File: src/rtl/uart_fifo_core.sv
// uart_fifo_core: full-duplex UART with first-word-fall-through TX and RX
// FIFOs, configurable word width, parity and stop bits. RX words carry
// their own parity and framing error flags.
module uart_fifo_core #(
   parameter int clk_freq       = 50000000,
   parameter int uart_baud_rate = 115200,
   parameter int data_bits      = 8,
   parameter int parity         = 0,
   parameter int stop_bits      = 1,
   parameter int fifo_depth     = 16,
   localparam int LW            = $clog2(fifo_depth) + 1
) (
   input  logic                 clk,
   input  logic                 rst,
   input  logic [data_bits-1:0] tx_data,
   input  logic                 tx_valid,
   output logic                 tx_ready,
   output logic [data_bits-1:0] rx_data,
   output logic                 rx_parity_err,
   output logic                 rx_frame_err,
   output logic                 rx_valid,
   input  logic                 rx_ready,
   output logic                 rx_overrun,
   output logic [LW-1:0]        tx_level,
   output logic [LW-1:0]        rx_level,
   output logic                 tx_busy,
   output logic                 uart_txd,
   input  logic                 uart_rxd
);

   localparam int BIT_CYCLES  = clk_freq / uart_baud_rate;
   localparam int HALF_CYCLES = BIT_CYCLES / 2;
   localparam int STOP_CYCLES = stop_bits * BIT_CYCLES;
   localparam int CW          = $clog2(STOP_CYCLES + 1);
   localparam int AW          = $clog2(fifo_depth);
   localparam int BW          = $clog2(data_bits + 1);
   localparam int RXW         = data_bits + 2;

   localparam logic [CW-1:0] BIT_LAST  = CW'(BIT_CYCLES - 1);
   localparam logic [CW-1:0] HALF_LAST = CW'(HALF_CYCLES - 1);
   localparam logic [CW-1:0] STOP_LAST = CW'(STOP_CYCLES - 1);
   localparam logic [BW-1:0] BIT_TOP   = BW'(data_bits - 1);
   localparam logic [LW-1:0] FIFO_FULL = LW'(fifo_depth);

   typedef enum logic [2:0] {ST_IDLE, ST_START, ST_DATA, ST_PARITY, ST_STOP} state_t;

   // ---------------------------------------------------------------- TX FIFO
   logic [data_bits-1:0] txf_mem_q [fifo_depth];
   logic [AW-1:0]        txf_wr_q, txf_rd_q;
   logic [LW-1:0]        txf_cnt_q;
   logic                 txf_push, txf_pop;
   logic [data_bits-1:0] tx_head;
   logic                 tx_head_par;

   assign tx_ready    = (txf_cnt_q != FIFO_FULL);
   assign txf_push    = tx_valid & tx_ready;
   assign tx_head     = txf_mem_q[txf_rd_q];
   assign tx_head_par = (parity == 1) ? ~^tx_head : ^tx_head;
   assign tx_level    = txf_cnt_q;

   // TX FIFO pointers and occupancy
   always_ff @(posedge clk or posedge rst) begin
      if (rst) begin
         txf_wr_q  <= '0;
         txf_rd_q  <= '0;
         txf_cnt_q <= '0;
      end else begin
         if (txf_push) txf_wr_q <= txf_wr_q + AW'(1);
         if (txf_pop)  txf_rd_q <= txf_rd_q + AW'(1);
         case ({txf_push, txf_pop})
            2'b10:   txf_cnt_q <= txf_cnt_q + LW'(1);
            2'b01:   txf_cnt_q <= txf_cnt_q - LW'(1);
            default: txf_cnt_q <= txf_cnt_q;
         endcase
      end
   end

   // TX FIFO storage (data only, no reset)
   always_ff @(posedge clk) begin
      if (txf_push) txf_mem_q[txf_wr_q] <= tx_data;
   end

   // ---------------------------------------------------------------- TX FSM
   state_t               tx_state_q, tx_state_d;
   logic [CW-1:0]        tx_cnt_q, tx_cnt_d;
   logic [BW-1:0]        tx_bit_q, tx_bit_d;
   logic [data_bits-1:0] tx_sh_q, tx_sh_d;
   logic                 tx_par_q, tx_par_d;
   logic                 txd_q, txd_d;

   assign tx_busy  = (tx_state_q != ST_IDLE);
   assign uart_txd = txd_q;

   // TX next state: pop in IDLE or straight from the end of STOP so frames abut
   always_comb begin
      tx_state_d = tx_state_q;
      tx_cnt_d   = tx_cnt_q + CW'(1);
      tx_bit_d   = tx_bit_q;
      tx_sh_d    = tx_sh_q;
      tx_par_d   = tx_par_q;
      txf_pop    = 1'b0;
      case (tx_state_q)
         ST_IDLE: begin
            tx_cnt_d = '0;
            if (txf_cnt_q != '0) begin
               txf_pop    = 1'b1;
               tx_sh_d    = tx_head;
               tx_par_d   = tx_head_par;
               tx_state_d = ST_START;
            end
         end
         ST_START: begin
            if (tx_cnt_q == BIT_LAST) begin
               tx_cnt_d   = '0;
               tx_bit_d   = '0;
               tx_state_d = ST_DATA;
            end
         end
         ST_DATA: begin
            if (tx_cnt_q == BIT_LAST) begin
               tx_cnt_d = '0;
               tx_sh_d  = tx_sh_q >> 1;
               if (tx_bit_q == BIT_TOP) tx_state_d = (parity != 0) ? ST_PARITY : ST_STOP;
               else                     tx_bit_d   = tx_bit_q + BW'(1);
            end
         end
         ST_PARITY: begin
            if (tx_cnt_q == BIT_LAST) begin
               tx_cnt_d   = '0;
               tx_state_d = ST_STOP;
            end
         end
         ST_STOP: begin
            if (tx_cnt_q == STOP_LAST) begin
               tx_cnt_d = '0;
               if (txf_cnt_q != '0) begin
                  txf_pop    = 1'b1;
                  tx_sh_d    = tx_head;
                  tx_par_d   = tx_head_par;
                  tx_state_d = ST_START;
               end else begin
                  tx_state_d = ST_IDLE;
               end
            end
         end
         default: tx_state_d = ST_IDLE;
      endcase
   end

   // Line level derived from the current state; registered so the pad is glitch-free
   always_comb begin
      txd_d = 1'b1;
      case (tx_state_q)
         ST_START:  txd_d = 1'b0;
         ST_DATA:   txd_d = tx_sh_q[0];
         ST_PARITY: txd_d = tx_par_q;
         default:   txd_d = 1'b1;
      endcase
   end

   // TX control state register
   always_ff @(posedge clk or posedge rst) begin
      if (rst) begin
         tx_state_q <= ST_IDLE;
         tx_cnt_q   <= '0;
         tx_bit_q   <= '0;
         txd_q      <= 1'b1;
      end else begin
         tx_state_q <= tx_state_d;
         tx_cnt_q   <= tx_cnt_d;
         tx_bit_q   <= tx_bit_d;
         txd_q      <= txd_d;
      end
   end

   // TX shift data (no reset: only read after a load)
   always_ff @(posedge clk) begin
      tx_sh_q  <= tx_sh_d;
      tx_par_q <= tx_par_d;
   end

   // ---------------------------------------------------------------- RX front end
   logic [1:0] rx_sync_q;
   logic       rx_prev_q;
   logic       rxd_s;

   assign rxd_s = rx_sync_q[1];

   // Two-flop synchronizer plus previous sample for falling-edge detection
   always_ff @(posedge clk or posedge rst) begin
      if (rst) begin
         rx_sync_q <= 2'b11;
         rx_prev_q <= 1'b1;
      end else begin
         rx_sync_q <= {rx_sync_q[0], uart_rxd};
         rx_prev_q <= rxd_s;
      end
   end

   // ---------------------------------------------------------------- RX FSM
   state_t               rx_state_q, rx_state_d;
   logic [CW-1:0]        rx_cnt_q, rx_cnt_d;
   logic [BW-1:0]        rx_bit_q, rx_bit_d;
   logic [data_bits-1:0] rx_sh_q, rx_sh_d;
   logic                 rx_perr_q, rx_perr_d;
   logic                 rx_exp_par;
   logic                 rxf_push;
   logic [RXW-1:0]       rx_word;

   assign rx_exp_par = (parity == 1) ? ~^rx_sh_q : ^rx_sh_q;
   assign rx_word    = {~rxd_s, rx_perr_q, rx_sh_q};

   // RX next state: half-bit qualify of start, then centre samples; push on stop sample
   always_comb begin
      rx_state_d = rx_state_q;
      rx_cnt_d   = rx_cnt_q + CW'(1);
      rx_bit_d   = rx_bit_q;
      rx_sh_d    = rx_sh_q;
      rx_perr_d  = rx_perr_q;
      rxf_push   = 1'b0;
      case (rx_state_q)
         ST_IDLE: begin
            rx_cnt_d = '0;
            if (rx_prev_q && !rxd_s) begin
               rx_perr_d  = 1'b0;
               rx_state_d = ST_START;
            end
         end
         ST_START: begin
            if (rx_cnt_q == HALF_LAST) begin
               rx_cnt_d = '0;
               rx_bit_d = '0;
               rx_state_d = rxd_s ? ST_IDLE : ST_DATA;
            end
         end
         ST_DATA: begin
            if (rx_cnt_q == BIT_LAST) begin
               rx_cnt_d = '0;
               rx_sh_d  = {rxd_s, rx_sh_q[data_bits-1:1]};
               if (rx_bit_q == BIT_TOP) rx_state_d = (parity != 0) ? ST_PARITY : ST_STOP;
               else                     rx_bit_d   = rx_bit_q + BW'(1);
            end
         end
         ST_PARITY: begin
            if (rx_cnt_q == BIT_LAST) begin
               rx_cnt_d   = '0;
               rx_perr_d  = (rxd_s != rx_exp_par);
               rx_state_d = ST_STOP;
            end
         end
         ST_STOP: begin
            if (rx_cnt_q == BIT_LAST) begin
               rx_cnt_d   = '0;
               rxf_push   = 1'b1;
               rx_state_d = ST_IDLE;
            end
         end
         default: rx_state_d = ST_IDLE;
      endcase
   end

   // RX control state register
   always_ff @(posedge clk or posedge rst) begin
      if (rst) begin
         rx_state_q <= ST_IDLE;
         rx_cnt_q   <= '0;
         rx_bit_q   <= '0;
      end else begin
         rx_state_q <= rx_state_d;
         rx_cnt_q   <= rx_cnt_d;
         rx_bit_q   <= rx_bit_d;
      end
   end

   // RX shift data and parity flag (no reset: cleared at each start)
   always_ff @(posedge clk) begin
      rx_sh_q   <= rx_sh_d;
      rx_perr_q <= rx_perr_d;
   end

   // ---------------------------------------------------------------- RX FIFO
   logic [RXW-1:0] rxf_mem_q [fifo_depth];
   logic [AW-1:0]  rxf_wr_q, rxf_rd_q;
   logic [LW-1:0]  rxf_cnt_q;
   logic           rxf_full, rxf_pop, rxf_wr;
   logic           ovr_q;
   logic [RXW-1:0] rx_head;

   assign rxf_full      = (rxf_cnt_q == FIFO_FULL);
   assign rx_valid      = (rxf_cnt_q != '0);
   assign rxf_pop       = rx_valid & rx_ready;
   assign rxf_wr        = rxf_push & (~rxf_full | rxf_pop);
   assign rx_head       = rxf_mem_q[rxf_rd_q];
   assign rx_data       = rx_valid ? rx_head[data_bits-1:0] : '0;
   assign rx_parity_err = rx_valid & rx_head[data_bits];
   assign rx_frame_err  = rx_valid & rx_head[data_bits+1];
   assign rx_level      = rxf_cnt_q;
   assign rx_overrun    = ovr_q;

   // RX FIFO pointers, occupancy and overrun pulse; a pop makes room for a same-cycle push
   always_ff @(posedge clk or posedge rst) begin
      if (rst) begin
         rxf_wr_q  <= '0;
         rxf_rd_q  <= '0;
         rxf_cnt_q <= '0;
         ovr_q     <= 1'b0;
      end else begin
         ovr_q <= rxf_push & rxf_full & ~rxf_pop;
         if (rxf_wr)  rxf_wr_q <= rxf_wr_q + AW'(1);
         if (rxf_pop) rxf_rd_q <= rxf_rd_q + AW'(1);
         case ({rxf_wr, rxf_pop})
            2'b10:   rxf_cnt_q <= rxf_cnt_q + LW'(1);
            2'b01:   rxf_cnt_q <= rxf_cnt_q - LW'(1);
            default: rxf_cnt_q <= rxf_cnt_q;
         endcase
      end
   end

   // RX FIFO storage (data only, no reset)
   always_ff @(posedge clk) begin
      if (rxf_wr) rxf_mem_q[rxf_wr_q] <= rx_word;
   end

endmodule

File: config.mk
export PLATFORM = sky130hd
export DESIGN_NAME = uart_fifo_core
export DESIGN_NICKNAME = d
export VERILOG_FILES = /design/src/rtl/uart_fifo_core.sv
export SDC_FILE = /design/constraint.sdc
export NUM_CORES = 1
export LEC_CHECK = 0
export BUFFER_PORTS_ARGS = -buffer_cell sky130_fd_sc_hd__buf_4
export CAP_MARGIN = 5
export CORE_MARGIN = 2
export CORE_UTILIZATION = 45
export CTS_BUF_LIST = sky130_fd_sc_hd__clkbuf_4
export DETAILED_ROUTE_END_ITERATION = 16
export GPL_TIMING_DRIVEN = 0
export MAX_ROUTING_LAYER = met4
export PLACE_DENSITY_LB_ADDON = 0.12
export SYNTH_ARGS = -nofsm -noshare
export SYNTH_HDL_FRONTEND = slang
export SYNTH_SLANG_ARGS = --single-unit
File: constraint.sdc
create_clock -name clk -period 3.83 [get_ports clk]
set_clock_uncertainty 0.1 [all_clocks]
set_input_delay 0.9575 -clock clk [delete_from_list [all_inputs] [get_ports clk]]
set_output_delay 0.9575 -clock clk [all_outputs]
set_load 0.01 [all_outputs]
==> results of run 1 <==
through the flow:
step / TNS (ns) / cell area, sq um / worst slack (ns) / util, %
finish: -0.291 / 17800 / -0.0648 / 53.1
global route: -1.75 / 17800 / -0.207 / 53.1
CTS: -1.14 / 17600 / -0.153 / 52.7
detailed placement: 0 / 16100 / 0.178 / 48.3
global placement: -11.90 / 16100 / -0.361 / 48.0
floorplan: 0 / 15200 / 0.733 / -
sequential cells by signal, summed over array words and instances, names as in the netlist, 5 cells and up:
name       count
tx_cnt_q       9
rxf_mem_q    160
rx_sh_q        8
tx_level       5
rx_level       5
tx_sh_q        8
rx_cnt_q       9
txf_mem_q    128
cell families (layout without fill, tap and decap cells):
kind of cell    Yosys count  in the layout  share of synthesized area [%]
compound gates           65             65                           2.84
xor+xnor                 49             49                           3.01
fa+ha+maj                27             27                           2.30
buf+inv                  68            298                           2.01
flops                   369            369                           70.8
mux                     104            104                           13.4
other cells               0              5                              0
simple gates            182            182                           5.67
cells in the mapped netlist (10+ instances only):
| cell | n | share of area [%] |
|---|---|---|
| clkbuf_1 | 20 | 0.49 |
| a21oi_1 | 11 | 0.36 |
| edfxtp_1 | 306 | 60 |
| dfrtp_1 | 59 | 9.7 |
| mux4_2 | 78 | 12 |
| ha_1 | 24 | 2.0 |
| o21ai_1 | 10 | 0.33 |
| and2_1 | 14 | 0.58 |
| nand4_1 | 11 | 0.45 |
| inv_1 | 28 | 0.69 |
| mux2i_1 | 20 | 1.3 |
| xor2_1 | 13 | 0.75 |
| nand3_1 | 15 | 0.49 |
| nor3_1 | 11 | 0.36 |
| nand2_1 | 43 | 1.1 |
| nor2_1 | 62 | 1.5 |
| xnor2_1 | 33 | 1.9 |
worst reg2reg max path, delay by kind of cell (launching register included):
family | cells | cell delay [ns]
AOI/OAI and AO/OA | 3 | 0.39
xor gates and xnor gates | 2 | 0.28
adders and majority gates | 3 | 0.79
buffers and inverters | 5 | 0.62
DFF | 1 | 0.43
and+or+nand+nor | 4 | 0.84
where the power goes:
| group | internal, mW | switching, mW |
|---|---|---|
| clock | 1.83 | 1.62 |
| sequential | 4.62 | 0.173 |
| combinational | 1.60 | 1.34 |
metal layers:
metal / share of wire (%) / GRT usage, % / up-vias
met4: 2.3 / 7.57 / 0
met1: 43 / 23.9 / 4077
met5: 0 / - / -
met2: 50 / 31.0 / 193
li1: - / - / 3720
met3: 4.9 / 5.00 / 67
final timing paths:
| check | from | to | cells past startpoint |
|---|---|---|---|
| max | rxf_rd_q[0]$_DFFE_PP0P_ | rx_data[3] | 6 |
| max in group asynchronous | rst | rxf_rd_q[0]$_DFFE_PP0P_ | 2 |
| min | uart_rxd | rx_sync_q[0]$_DFF_PP1_ | 1 |
| min in group asynchronous | rst | tx_level[4]$_DFFE_PP0P_ | 2 |
| min reg2reg | rx_sync_q[0]$_DFF_PP1_ | rx_sync_q[1]$_DFF_PP1_ | 0 |
| max reg2reg | tx_cnt_q[1]$_DFF_PP0_ | tx_level[4]$_DFFE_PP0P_ | 17 |
cell type report:
type,instances,share of cell area (%)
antenna,5,0.0704
tap,448,3.16
timing repair buffer,51,2.93
inverter,29,0.627
clock inverter,27,0.648
clock buffer,154,6.51
sequential,369,60.6
buffer,37,1.69
multi-input combinational,427,23.7
timing repair:
item / CTS / global route
endpoints found under the setup margin: 10 / 11
cloned: 0 / 3
resized for setup: 48 / 8
buffers inserted: 5 / 2
==> results.sh, run 1 <==
export IMPL_clk_pin_slew_ns=0.07
export IMPL_place_inst=1353
export IMPL_hold_viol=0
export IMPL_clk_latency_ns=0.78
export IMPL_setup_violations=9
export IMPL_place_port_buffers=37
export IMPL_gp_congestion=0.757
export IMPL_synthesis_area_sq_um=15200
export IMPL_antenna_left=0
export IMPL_crit_slowest_cell="mux4_2"
export IMPL_ys_warn_count=0
export IMPL_critPathBufInv=3
export IMPL_final_common_cell="edfxtp_1"
export IMPL_final_cells=1547
export IMPL_r2r_setup_slack_ns=0.32
export IMPL_dieArea_sq_um=35300
export IMPL_grt_setup_unrepaired="yes"
export IMPL_irDropWorstVdd_mv=0.389
export IMPL_cap_violations=0
export IMPL_whs_ns=0.221
export IMPL_path_delay_family="multiplexers"
export IMPL_drcViolationCount=0
export IMPL_crit_path_cell_trace="buf_12 -> buf_16 -> mux4_2 -> mux4_2 -> and2_4 -> buf_6"
export IMPL_worst_pin_slew_ns=1.28
export IMPL_tritoncts="built"
export IMPL_synth_seq_cells=369
export IMPL_violations="setup timing"
export IMPL_syn_area_per_cell_sq_um=17.6
export IMPL_critPathKind="reg2out"
export IMPL_h_tree_depth=3
export IMPL_drtIter0Drc=428
export IMPL_cts_root_buf="clkbuf_4"
export IMPL_worstPathArrival_ns=2.84
export IMPL_cts_buffers=99
export IMPL_syn2layout_area_growth_pct=16.7
export IMPL_min_period_ns=3.89
export IMPL_p_per_area_nw_per_um2=629
export IMPL_multi_input_area_sq_um=4220
export IMPL_core_area_sq_um=33400
export IMPL_async_flop_share_pct=17.1
export IMPL_ys_types=55
export IMPL_synth_nets=903
export IMPL_drt_wirelength_per_cell_microns=20.6
export IMPL_rows=67
export IMPL_place_hpwl_mm=20.0
export IMPL_crit_top_cell="mux4_2"
export IMPL_cts_buffer_depth=3
export IMPL_fin_ws_ns=-0.0648
export IMPL_cts_hold_buf=0
export IMPL_crit_path_max_incr_delay_ns=0.53
export IMPL_startpoint_type="flop"
export IMPL_critPathMaxFanout=7
export IMPL_routed_wl_mm=31.9
export IMPL_grt_pass1_vias=8543
export IMPL_slew_violations=0
export IMPL_seq_area_frac_synth_pct=70.8
export IMPL_grt_pass1_wl_mm=49.7
export IMPL_worstPathRequired_ns=2.77
export IMPL_overflow=0
export IMPL_synth_edf_count=306
export IMPL_vias_per_cell=5.21
export IMPL_final_seq_area_sq_um=10800
export IMPL_antenna_found_initial=2
export IMPL_nets=1053
export IMPL_syn_inst=864
export IMPL_drive_gt1_share_pct=31.5
export IMPL_drt_first_pass_iters=5
export IMPL_fill_cells=2742
export IMPL_via_count=8057
export IMPL_status="finished with violations"
export IMPL_synth_flop_cell="edfxtp_1"
export IMPL_min_path_type="in2reg"
export IMPL_die_x_microns=188
export IMPL_finalPower_mw=11.2
export IMPL_endpoint_kind="output pin"
export IMPL_fmax_mhz=257
export IMPL_cts_sinks=369
export IMPL_boundaryPins=38
export IMPL_relSlewSlack_pct=14.1
export IMPL_die_h_microns=188
export IMPL_leakagePower_nw=6.45
export IMPL_timing_final_crit_share_pct=102
export IMPL_grt_max_degree=64
export IMPL_start_util_pct=45.5
export IMPL_final_cell_mix="306 x edfxtp_1, 156 x clkbuf_4, 78 x mux4_2"
export IMPL_grtUsageTotal_pct=19.4
(Power assumes the default switching activity.)
==> run 2, diff against run 1 <==
CORE_MARGIN = 1.5   (was 2)
CORE_UTILIZATION = 50   (was 45)
==> run 2 against run 1 <==
- the run still ends with setup timing left
- setup slack lost 0.042 ns
- highest routed layer unchanged
- largest cell class unchanged
- flip-flop and latch count did not move
- sequential share of layout area increased by 0.48 points
- critical path type unchanged
==> results.sh, run 2 (synthesis results as in run 1) <==
export IMPL_status="finished with violations"
export IMPL_violations="setup timing"
export IMPL_worstPathArrival_ns=2.88
export IMPL_p_per_area_nw_per_um2=629
export IMPL_grt_max_degree=63
export IMPL_irDropWorstVdd_mv=0.381
export IMPL_holdPathEnd="rx_sync_q[1]$_DFF_PP1_"
export IMPL_sequentialPowerShare_pct=43.3
export IMPL_combPwrFrac_pct=26.2
export IMPL_boundaryPins=38
export IMPL_cts_sinks=369
export IMPL_fmax_mhz=254
export IMPL_min_path_type="reg2reg"
export IMPL_nets=1049
export IMPL_p_switching_mw=3.09
export IMPL_gp_congestion=0.769
export IMPL_place_inst=1296
export IMPL_route_met2_wl_mm=14.2
export IMPL_grt_pass1_vias=8428
export IMPL_rr_startpoint="rx_cnt_q[2]$_DFF_PP0_"
export IMPL_cts_root_buf="clkbuf_4"
export IMPL_multi_input_area_sq_um=4210
export IMPL_rows=63
export IMPL_endpoint_kind="output pin"
export IMPL_r2r_setup_slack_ns=0.30
export IMPL_startpoint_type="flop"
export IMPL_antenna_found_initial=2
export IMPL_cap_violations=0
export IMPL_final_cell_mix="306 x edfxtp_1, 147 x clkbuf_4, 78 x mux4_2"
export IMPL_clk_pin_slew_ns=0.07
export IMPL_wl_met1_mm=14.1
export IMPL_place_area_sq_um=16100
export IMPL_start_util_pct=51.1
export IMPL_antenna_left=0
export IMPL_swShare_pct=27.9
export IMPL_drtIter0Drc=709
export IMPL_dieArea_sq_um=31500
export IMPL_drt_wirelength_per_cell_microns=20.6
export IMPL_min_period_ns=3.94
export IMPL_place_port_buffers=37
export IMPL_min_path_cells=0
export IMPL_relSlewSlack_pct=30.4
export IMPL_finalPower_mw=11.1
export IMPL_reg2reg_depth=5
export IMPL_final_area_sq_um=17600
export IMPL_clk_latency_ns=0.72
export IMPL_overflow=0
export IMPL_worst_pin_slew_ns=1.04
export IMPL_die_h_microns=177
export IMPL_dr_wl_met3_mm=1.75
export IMPL_final_core_util_pct=59.2
export IMPL_drive_gt1_share_pct=30.7
export IMPL_intPower_mw=7.99
export IMPL_regMostFlops="rxf_mem_q"
export IMPL_worstPathRequired_ns=2.77
export IMPL_routed_wl_mm=30.4
export IMPL_crit_path_cell_trace="buf_12 -> buf_16 -> mux4_2 -> mux4_2 -> and2_4 -> buf_6"
export IMPL_regToRegEndpoint="rxf_mem_q[15][6]$_DFFE_PP_"
export IMPL_largest_register_ffs=160
export IMPL_syn2layout_area_growth_pct=15.8
export IMPL_grt_setup_unrepaired="yes"
export IMPL_min_delay_start="rx_sync_q[0]$_DFF_PP1_"
export IMPL_largestRegisters="rxf_mem_q: 160 flops, txf_mem_q: 128 flops"
export IMPL_setup_violations=10
export IMPL_cts_buffer_depth=3
export IMPL_fill_cells=2287
export IMPL_hold_viol=0
export IMPL_fin_ws_ns=-0.107
export IMPL_tritoncts="built"
export IMPL_die_x_microns=177
export IMPL_crit_top_cell="mux4_2"
export IMPL_place_ws_ns=0.0938
export IMPL_via_count=8112
export IMPL_crit_path_max_incr_delay_ns=0.55
export IMPL_drt_first_pass_iters=5
export IMPL_h_tree_depth=3
export IMPL_cts_buffers=96
export IMPL_slew_violations=0
export IMPL_vias_per_cell=5.50
export IMPL_final_seq_area_sq_um=10800
export IMPL_top_layer_used="met4"
export IMPL_timing_final_crit_share_pct=103
export IMPL_critPathKind="reg2out"
export IMPL_power_frac_clock_pct=30.5
export IMPL_grt_pass1_wl_mm=48.3
export IMPL_grtUsageTotal_pct=21.5
export IMPL_drcViolationCount=0
export IMPL_core_area_sq_um=29800
export IMPL_final_cells=1476
export IMPL_final_common_cell="edfxtp_1"
export IMPL_critPathMaxFanout=5
export IMPL_place_hpwl_mm=19.3
export IMPL_leakagePower_nw=6.41
export IMPL_crit_slowest_cell="mux4_2"
-- run 2: cell type report --
type	instances	share of cell area [%]
clock buffers	146	6.22
flip-flops and latches	369	61.1
repair buffers	50	3.02
multi-input cells	427	23.9
clock inverters	27	0.852
plain buffers	37	1.46
well taps	390	2.77
inverters	29	0.632
diodes	1	0.0142
-- run 2: power groups by stage --
stage | clock network [mW] | logic (mW) | registers, mW
floorplan | 0 | 1.68 | 4.84
global placement | 0 | 2.49 | 4.85
detailed placement | 0 | 2.52 | 4.85
CTS | 3.47 | 2.95 | 4.80
global route | 3.69 | 3.17 | 4.83
finish | 3.38 | 2.91 | 4.80
-- run 2: worst max-delay path by stage --
stage / from / end / cells past startpoint / slack [ns]
detailed placement: rxf_rd_q[0]$_DFFE_PP0P_ / rx_data[7] / 6 / 0.09
global placement: rx_ready / rxf_mem_q[3][3]$_DFFE_PP_ / 5 / -0.30
floorplan: rxf_rd_q[0]$_DFFE_PP0P_ / rx_frame_err / 5 / 0.73
global route: rxf_rd_q[0]$_DFFE_PP0P_ / rx_data[4] / 6 / -0.22
finish: rxf_rd_q[0]$_DFFE_PP0P_ / rx_data[4] / 6 / -0.11
CTS: rxf_rd_q[0]$_DFFE_PP0P_ / rx_data[2] / 6 / -0.13
-- run 2: per-layer routing --
layer | global-route usage, % | vias to the layer above
met4 | 6.90 | 0
met1 | 30.4 | 4116
met3 | 4.58 | 38
met2 | 31.4 | 251
met5 | - | -
li1 | - | 3707
-- run 2: what timing repair did --
action / in CTS / in global routing
buffers inserted: 4 / 0
hold endpoints to repair: 1 / 0
hold buffers: 1 / 0
gates resized for setup: 47 / 3
pin swaps: 1 / 0
cloned: 3 / 0
endpoints found under the setup margin: 10 / 11
-- run 2: critical path: cells and delay by family, from the launching register on --
kind	cells	cell delay [ns]
multiplexers	2	1.06
flip-flops	1	0.50
buffers and inverters	3	0.41
AND/OR/NAND/NOR	1	0.18
-- run 2: per-stage QoR --
stage                     TNS [ns]  hold WS [ns]
after CTS                    -1.07         0.205
after global placement       -9.59         0.247
final                       -0.773         0.255
after floorplan                  0         0.245
after global routing         -1.83         0.215
after detailed placement         0         0.249
